**src/rtl/mash_sdm_if.sv**
```systemverilog
// Control/data bundle for the MASH 1-1-1 sigma-delta modulator.
// The bench side drives EN/alpha/load; the modulator drives out/out_valid/QNC.
interface mash_sdm_if #(
    parameter int N = 10
);
    logic         EN;
    logic [N-1:0] alpha;
    logic         load;
    logic [3:0]   out;
    logic         out_valid;
    logic [N-1:0] QNC;

    modport master (
        output EN, alpha, load,
        input  out, out_valid, QNC
    );

    modport slave (
        input  EN, alpha, load,
        output out, out_valid, QNC
    );
endinterface

```
**src/rtl/mash_sdm.sv**
```systemverilog
// MASH 1-1-1 sigma-delta modulator (order 1..3) for the fractional-N divider.
// Optional LSB dither from a 15-bit LFSR is enabled with `define MASH_DITHER_EN.
module mash_sdm #(
    parameter int N     = 10,
    parameter int ORDER = 3
) (
    input  logic       CLK,
    input  logic       RST,
    mash_sdm_if.slave  bus
);

    if ((ORDER < 1) || (ORDER > 3)) begin : g_bad_order
        $error("mash_sdm: ORDER must be 1, 2 or 3");
    end
    if ((N < 4) || (N > 24)) begin : g_bad_width
        $error("mash_sdm: N must be in 4..24");
    end

    logic [N-1:0] f_q;
    logic [N-1:0] acc1_q, acc2_q, acc3_q;
    logic         c2_dly1_q, c3_dly1_q, c3_dly2_q;
    logic [3:0]   out_q;
    logic         valid_q;
    logic [N-1:0] qnc_q;

    logic [N:0]   s1, s2, s3;
    logic         c1, c2, c3;
    logic         dith;
    logic [3:0]   y;

`ifdef MASH_DITHER_EN
    logic [14:0]  lfsr_q;
`endif

    always_comb begin
        dith = 1'b0;
`ifdef MASH_DITHER_EN
        dith = lfsr_q[0] & (f_q != '0);
`endif
        s1 = {1'b0, acc1_q} + {1'b0, f_q} + {{N{1'b0}}, dith};
        s2 = '0;
        s3 = '0;
        // Stages above ORDER stay at zero so their carries never contribute.
        if (ORDER >= 2) s2 = {1'b0, acc2_q} + {1'b0, s1[N-1:0]};
        if (ORDER >= 3) s3 = {1'b0, acc3_q} + {1'b0, s2[N-1:0]};
        c1 = s1[N];
        c2 = s2[N];
        c3 = s3[N];
        y  = 4'(c1) + 4'(c2) - 4'(c2_dly1_q)
           + 4'(c3) - 4'({c3_dly1_q, 1'b0}) + 4'(c3_dly2_q);
    end

    always_ff @(posedge CLK) begin
        if (RST) begin
            f_q       <= '0;
            acc1_q    <= '0;
            acc2_q    <= '0;
            acc3_q    <= '0;
            c2_dly1_q <= 1'b0;
            c3_dly1_q <= 1'b0;
            c3_dly2_q <= 1'b0;
            out_q     <= '0;
            valid_q   <= 1'b0;
            qnc_q     <= '0;
`ifdef MASH_DITHER_EN
            lfsr_q    <= 15'h0001;
`endif
        end else begin
            if (bus.load) f_q <= bus.alpha;
            valid_q <= bus.EN;
            if (bus.EN) begin
`ifdef MASH_DITHER_EN
                lfsr_q <= {lfsr_q[13:0], lfsr_q[14] ^ lfsr_q[13]};
`endif
                // A zero word parks the modulator in a clean all-zero state.
                if (f_q == '0) begin
                    acc1_q    <= '0;
                    acc2_q    <= '0;
                    acc3_q    <= '0;
                    c2_dly1_q <= 1'b0;
                    c3_dly1_q <= 1'b0;
                    c3_dly2_q <= 1'b0;
                    out_q     <= '0;
                    qnc_q     <= '0;
                end else begin
                    acc1_q    <= s1[N-1:0];
                    acc2_q    <= s2[N-1:0];
                    acc3_q    <= s3[N-1:0];
                    c2_dly1_q <= c2;
                    c3_dly1_q <= c3;
                    c3_dly2_q <= c3_dly1_q;
                    out_q     <= y;
                    qnc_q     <= s1[N-1:0];
                end
            end
        end
    end

    assign bus.out       = out_q;
    assign bus.out_valid = valid_q;
    assign bus.QNC       = qnc_q;

endmodule

```
**src/flat_wrapper.sv**
```systemverilog
// flat-port wrapper written by rule: the top's interface ports become plain ports
module mash_sdm_flat 
#(
    parameter int N     = 10,
    parameter int ORDER = 3
)
  (CLK, RST, bus_EN, bus_alpha, bus_load, bus_out, bus_out_valid, bus_QNC);
  mash_sdm_if #(.N(N)) bus_i ();
  input  logic CLK;
  input  logic RST;
  input wire logic [$bits(bus_i.EN)-1:0] bus_EN;
  input wire logic [$bits(bus_i.alpha)-1:0] bus_alpha;
  input wire logic [$bits(bus_i.load)-1:0] bus_load;
  output wire logic [$bits(bus_i.out)-1:0] bus_out;
  output wire logic [$bits(bus_i.out_valid)-1:0] bus_out_valid;
  output wire logic [$bits(bus_i.QNC)-1:0] bus_QNC;
  assign bus_i.EN = bus_EN;
  assign bus_i.alpha = bus_alpha;
  assign bus_i.load = bus_load;
  assign bus_out = bus_i.out;
  assign bus_out_valid = bus_i.out_valid;
  assign bus_QNC = bus_i.QNC;
  mash_sdm #(.N(N), .ORDER(ORDER)) u_core (.CLK(CLK), .RST(RST), .bus(bus_i));
endmodule
```
**config.mk**
```make
export PLATFORM = sky130hd
export DESIGN_NAME = mash_sdm_flat
export DESIGN_NICKNAME = d
export VERILOG_FILES = /design/src/rtl/mash_sdm_if.sv /design/src/rtl/mash_sdm.sv /design/src/flat_wrapper.sv
export SDC_FILE = /design/constraint.sdc
export NUM_CORES = 1
export LEC_CHECK = 0
export CORE_MARGIN = 1
export CORE_UTILIZATION = 50
export DETAILED_ROUTE_END_ITERATION = 8
export PLACE_DENSITY = 0.76
export SLEW_MARGIN = 20
export SYNTH_ARGS = -nofsm -noshare
export SYNTH_HDL_FRONTEND = slang
export SYNTH_SLANG_ARGS = --single-unit
```
**constraint.sdc**
```tcl
create_clock -name CLK -period 6.5 [get_ports CLK]
set_input_delay 1.3 -clock CLK [delete_from_list [all_inputs] [get_ports CLK]]
set_output_delay 1.3 -clock CLK [all_outputs]
set_load 0.03 [all_outputs]
```
==> out/results.tsv <==
metric	value	unit
met1 usage	28.6	%
CORE AREA	5920	um^2
post-synthesis mux area share	3.26	%
clk_lat worst skew	0.31	ns
Syn Nets	403	
HP Class	flop to flop	
final count of hold timing violations	0	
dpl hpwl	5.01	mm
Period minus WS final	5.61	ns
Post-synth EDFFs	0	
Yosys reg bits	48	
1st-pass router iterations	4	
via count	2623	
1st-iter DRT viols	174	
period utilization	86.3	%
Worst Setup SP	u_core.bus.QNC[0]$_SDFFE_PP0P_	
Reg2Reg Depth	26	
clk slew on worst S/H paths	0.10	ns
M2 GR Usage	38.9	%
post-synthesis adder-cell area fraction	17.1	%
gr usage total	22.5	%
compound-gate portion of the synthesized area	24.5	%
Antenna Cells	0	
I/O Pins	29	
Post CTS Setup Buffer Count	0	
fmax	178	MHz
PD cells	239	nW/um^2
Worst-Margin Slew	0.924	ns
Worst Path Max Fanout	6	
Sink Count	48	
Starting Density	51.8	%
Area contributors post-synth	dfxtp_1 (31%), ha_1 (14%), a21oi_1 (5.4%), nor2_1 (3.9%), a21o_1 (3.7%)	
port bufs	28	
asr flop ratio synth	0	%
DP Cell Count	444	
Slew headroom	38.3	%
grt total ovfl	0	
cell area after layout	3550	um^2
WS Path Type	flop to flop	
post-synthesis cell count	350	
Ys Warns	0	
hold_buf cts	0	
post-synth top area share	31.3	%
Post-Synth XOR/XNOR Area	1.71	%
total power	0.847	mW
Rows	28	
Critical Path RT	6.69	ns
DRC Markers	0	
Slew Limit Fails	0	
synthesis-to-layout area growth	15.7	%
final RePlAce weighted congestion	0.813	
CP endpoint kind	flop	
Mapped Avg Cell Area	8.76	um^2
Die Ht	80.3	um
fillers	518	
Synth Area in Simple Gates	17.8	%
Leak	1.70	nW
CTS tree	built	
Max VDD drop	0.120	mV
FF-to-FF Start	u_core.bus.QNC[0]$_SDFFE_PP0P_	
fin cells	452	
Die ar.	6450	um^2
worst slack, placed	0.957	ns
clock buffer count from CTS	5	
met3 Track Usage GR	3.52	%
Syn Std Cell Area	3070	um^2
Clock Tree Root	clkbuf_8	
critical path arrival	5.80	ns
status	completed	
H-tree levels	2	
layout cells sized above 1	3.98	%
Placed Area	3410	um^2
Setup crit start kind	flop	
post-synth cell types	44	
combinational family with the most area after synthesis	compound AO/OA/AOI/OAI gates	
dominant cell type by area after synthesis	dfxtp_1	
Vias/cell	5.80	
Post-synth top flop	dfxtp_1	
RR Endpoint	u_core.bus.out[2]$_SDFFE_PP0P_	
clk_skew	0.0128	ns
Routed wire per std cell	15.1	um
CP endpoint	u_core.bus.out[2]$_SDFFE_PP0P_	
PostCTS Resize Cnt	0	
R2R setup slack	0.89	ns
final worst setup slack	0.892	ns
max cap viols	0	
setup_tns	0	ns
vias in the first global route	2483	
pin count of the biggest net entering global routing	42	
initial antenna violation count	0	
post-route ant nets	0	
final layout net count	429	
RSZ-0062 raised after global routing	no	
Clock Tree Buf Depth	2	
first-pass GRT wire length	11.3	mm
layer with the highest usage	met2	
register area share after synthesis	31.3	%
die width	80.3	um
final setup fails	0	
final wirelength	6.81	mm
==> routing by layer <==
metal  wire [um]  share of wire, %
met5           0                 0
met4          68               1.0
met3         328               4.8
met2        3260                48
met1        3150                46
==> worst min-delay path by stage <==
stage	start	endpoint	slack [ns]	cells after the start
2_1_floorplan	u_core.acc3_q[2]$_SDFFE_PP0P_	u_core.acc3_q[2]$_SDFFE_PP0P_	0.45	2
3_3_place_gp	u_core.acc3_q[7]$_SDFFE_PP0P_	u_core.acc3_q[7]$_SDFFE_PP0P_	0.46	1
3_5_place_dp	u_core.acc3_q[4]$_SDFFE_PP0P_	u_core.acc3_q[4]$_SDFFE_PP0P_	0.46	2
4_1_cts	u_core.acc3_q[5]$_SDFFE_PP0P_	u_core.acc3_q[5]$_SDFFE_PP0P_	0.48	2
5_1_grt	u_core.acc3_q[6]$_SDFFE_PP0P_	u_core.acc3_q[6]$_SDFFE_PP0P_	0.50	2
6_report	u_core.acc3_q[5]$_SDFFE_PP0P_	u_core.acc3_q[5]$_SDFFE_PP0P_	0.47	2
==> critical path, stage by stage, from the launching register on <==
cell and delay (ns):
dfxtp_1 0.33, ha_1 0.21, inv_1 0.07, fa_1 0.20, nor2b_1 0.07, o21a_1 0.17, or3_1 0.32, and2_1 0.18
ha_1 0.33, a21oi_1 0.31, a211oi_1 0.14, or3_1 0.38, and2_1 0.18, ha_1 0.34, a21o_1 0.22, a21oi_1 0.14
nor2b_1 0.06, a311oi_1 0.38, ha_1 0.22, inv_1 0.06, fa_1 0.52, ha_1 0.14, inv_1 0.04, ha_1 0.26
nor2_1 0.04, a21oi_1 0.13, nor2_1 0.05
==> where the power goes <==
group          leakage, nW  internal [mW]  switching [mW]
Clock               0.0687          0.155           0.109
Combinational         1.24          0.112           0.136
Sequential           0.392          0.318          0.0162
==> cell families after synthesis <==
family / Yosys count
flops: 48
simple gates: 107
mux: 10
xor+xnor: 6
fa+ha+maj: 39
buf+inv: 34
compound gates: 106
==> sequential cells by signal, summed over array words and instances (netlist names) <==
name / flops
u_core.c2_dly1_q: 1
u_core.acc2_q: 10
u_core.bus.QNC: 10
u_core.bus.out: 4
u_core.c3_dly2_q: 1
u_core.bus.out_valid: 1
u_core.f_q: 10
u_core.c3_dly1_q: 1
u_core.acc3_q: 10
==> metrics by stage <==
| stage | hold slack, ns | util, % |
|---|---|---|
| after detailed placement | 0.461 | 57.6 |
| after floorplan | 0.445 | - |
| after global placement | 0.455 | 57.6 |
| final | 0.474 | 60.0 |
| after global routing | 0.497 | 60.0 |
| after CTS | 0.476 | 60.0 |
==> cell usage after synthesis (2+ instances only) <==
library cell   n
dfxtp_1       48
ha_1          34
a21oi_1       33
nor2_1        32
inv_1         23
nand2_1       21
a21o_1        15
o21ai_0       14
a22oi_1       13
or3_1         13
a32o_1        10
mux2i_1       10
and2_1         9
nand3_1        8
nor2b_1        8
clkbuf_1       7
nand3b_1       6
xnor2_1        6
fa_1           5
o211a_1        5
o21a_1         3
and3_1         2
buf_1          2
buf_2          2
nand4_1        2
==> cell type report <==
type	instances	area (um^2)	area share, %
clock buffers	5	68.8	1.94
clock inverters	3	68.8	1.94
multi-input cells	268	1980	55.7
inverters	23	86.3	2.43
repair buffers	30	295	8.32
well taps	75	93.8	2.64
flip-flops and latches	48	961	27.1
==> cells in the final DEF, fill, tap and decap left out, drive strengths merged, types with 13 or more instances in the layout <==
master         count
dfxtp             48
ha                34
a21oi             33
nor2              33
clkdlybuf4s50     28
inv               24
nand2             21
a21o              15
o21ai             14
or3               13
a22oi             13
No activity file was read; power rests on OpenSTA's default activity.
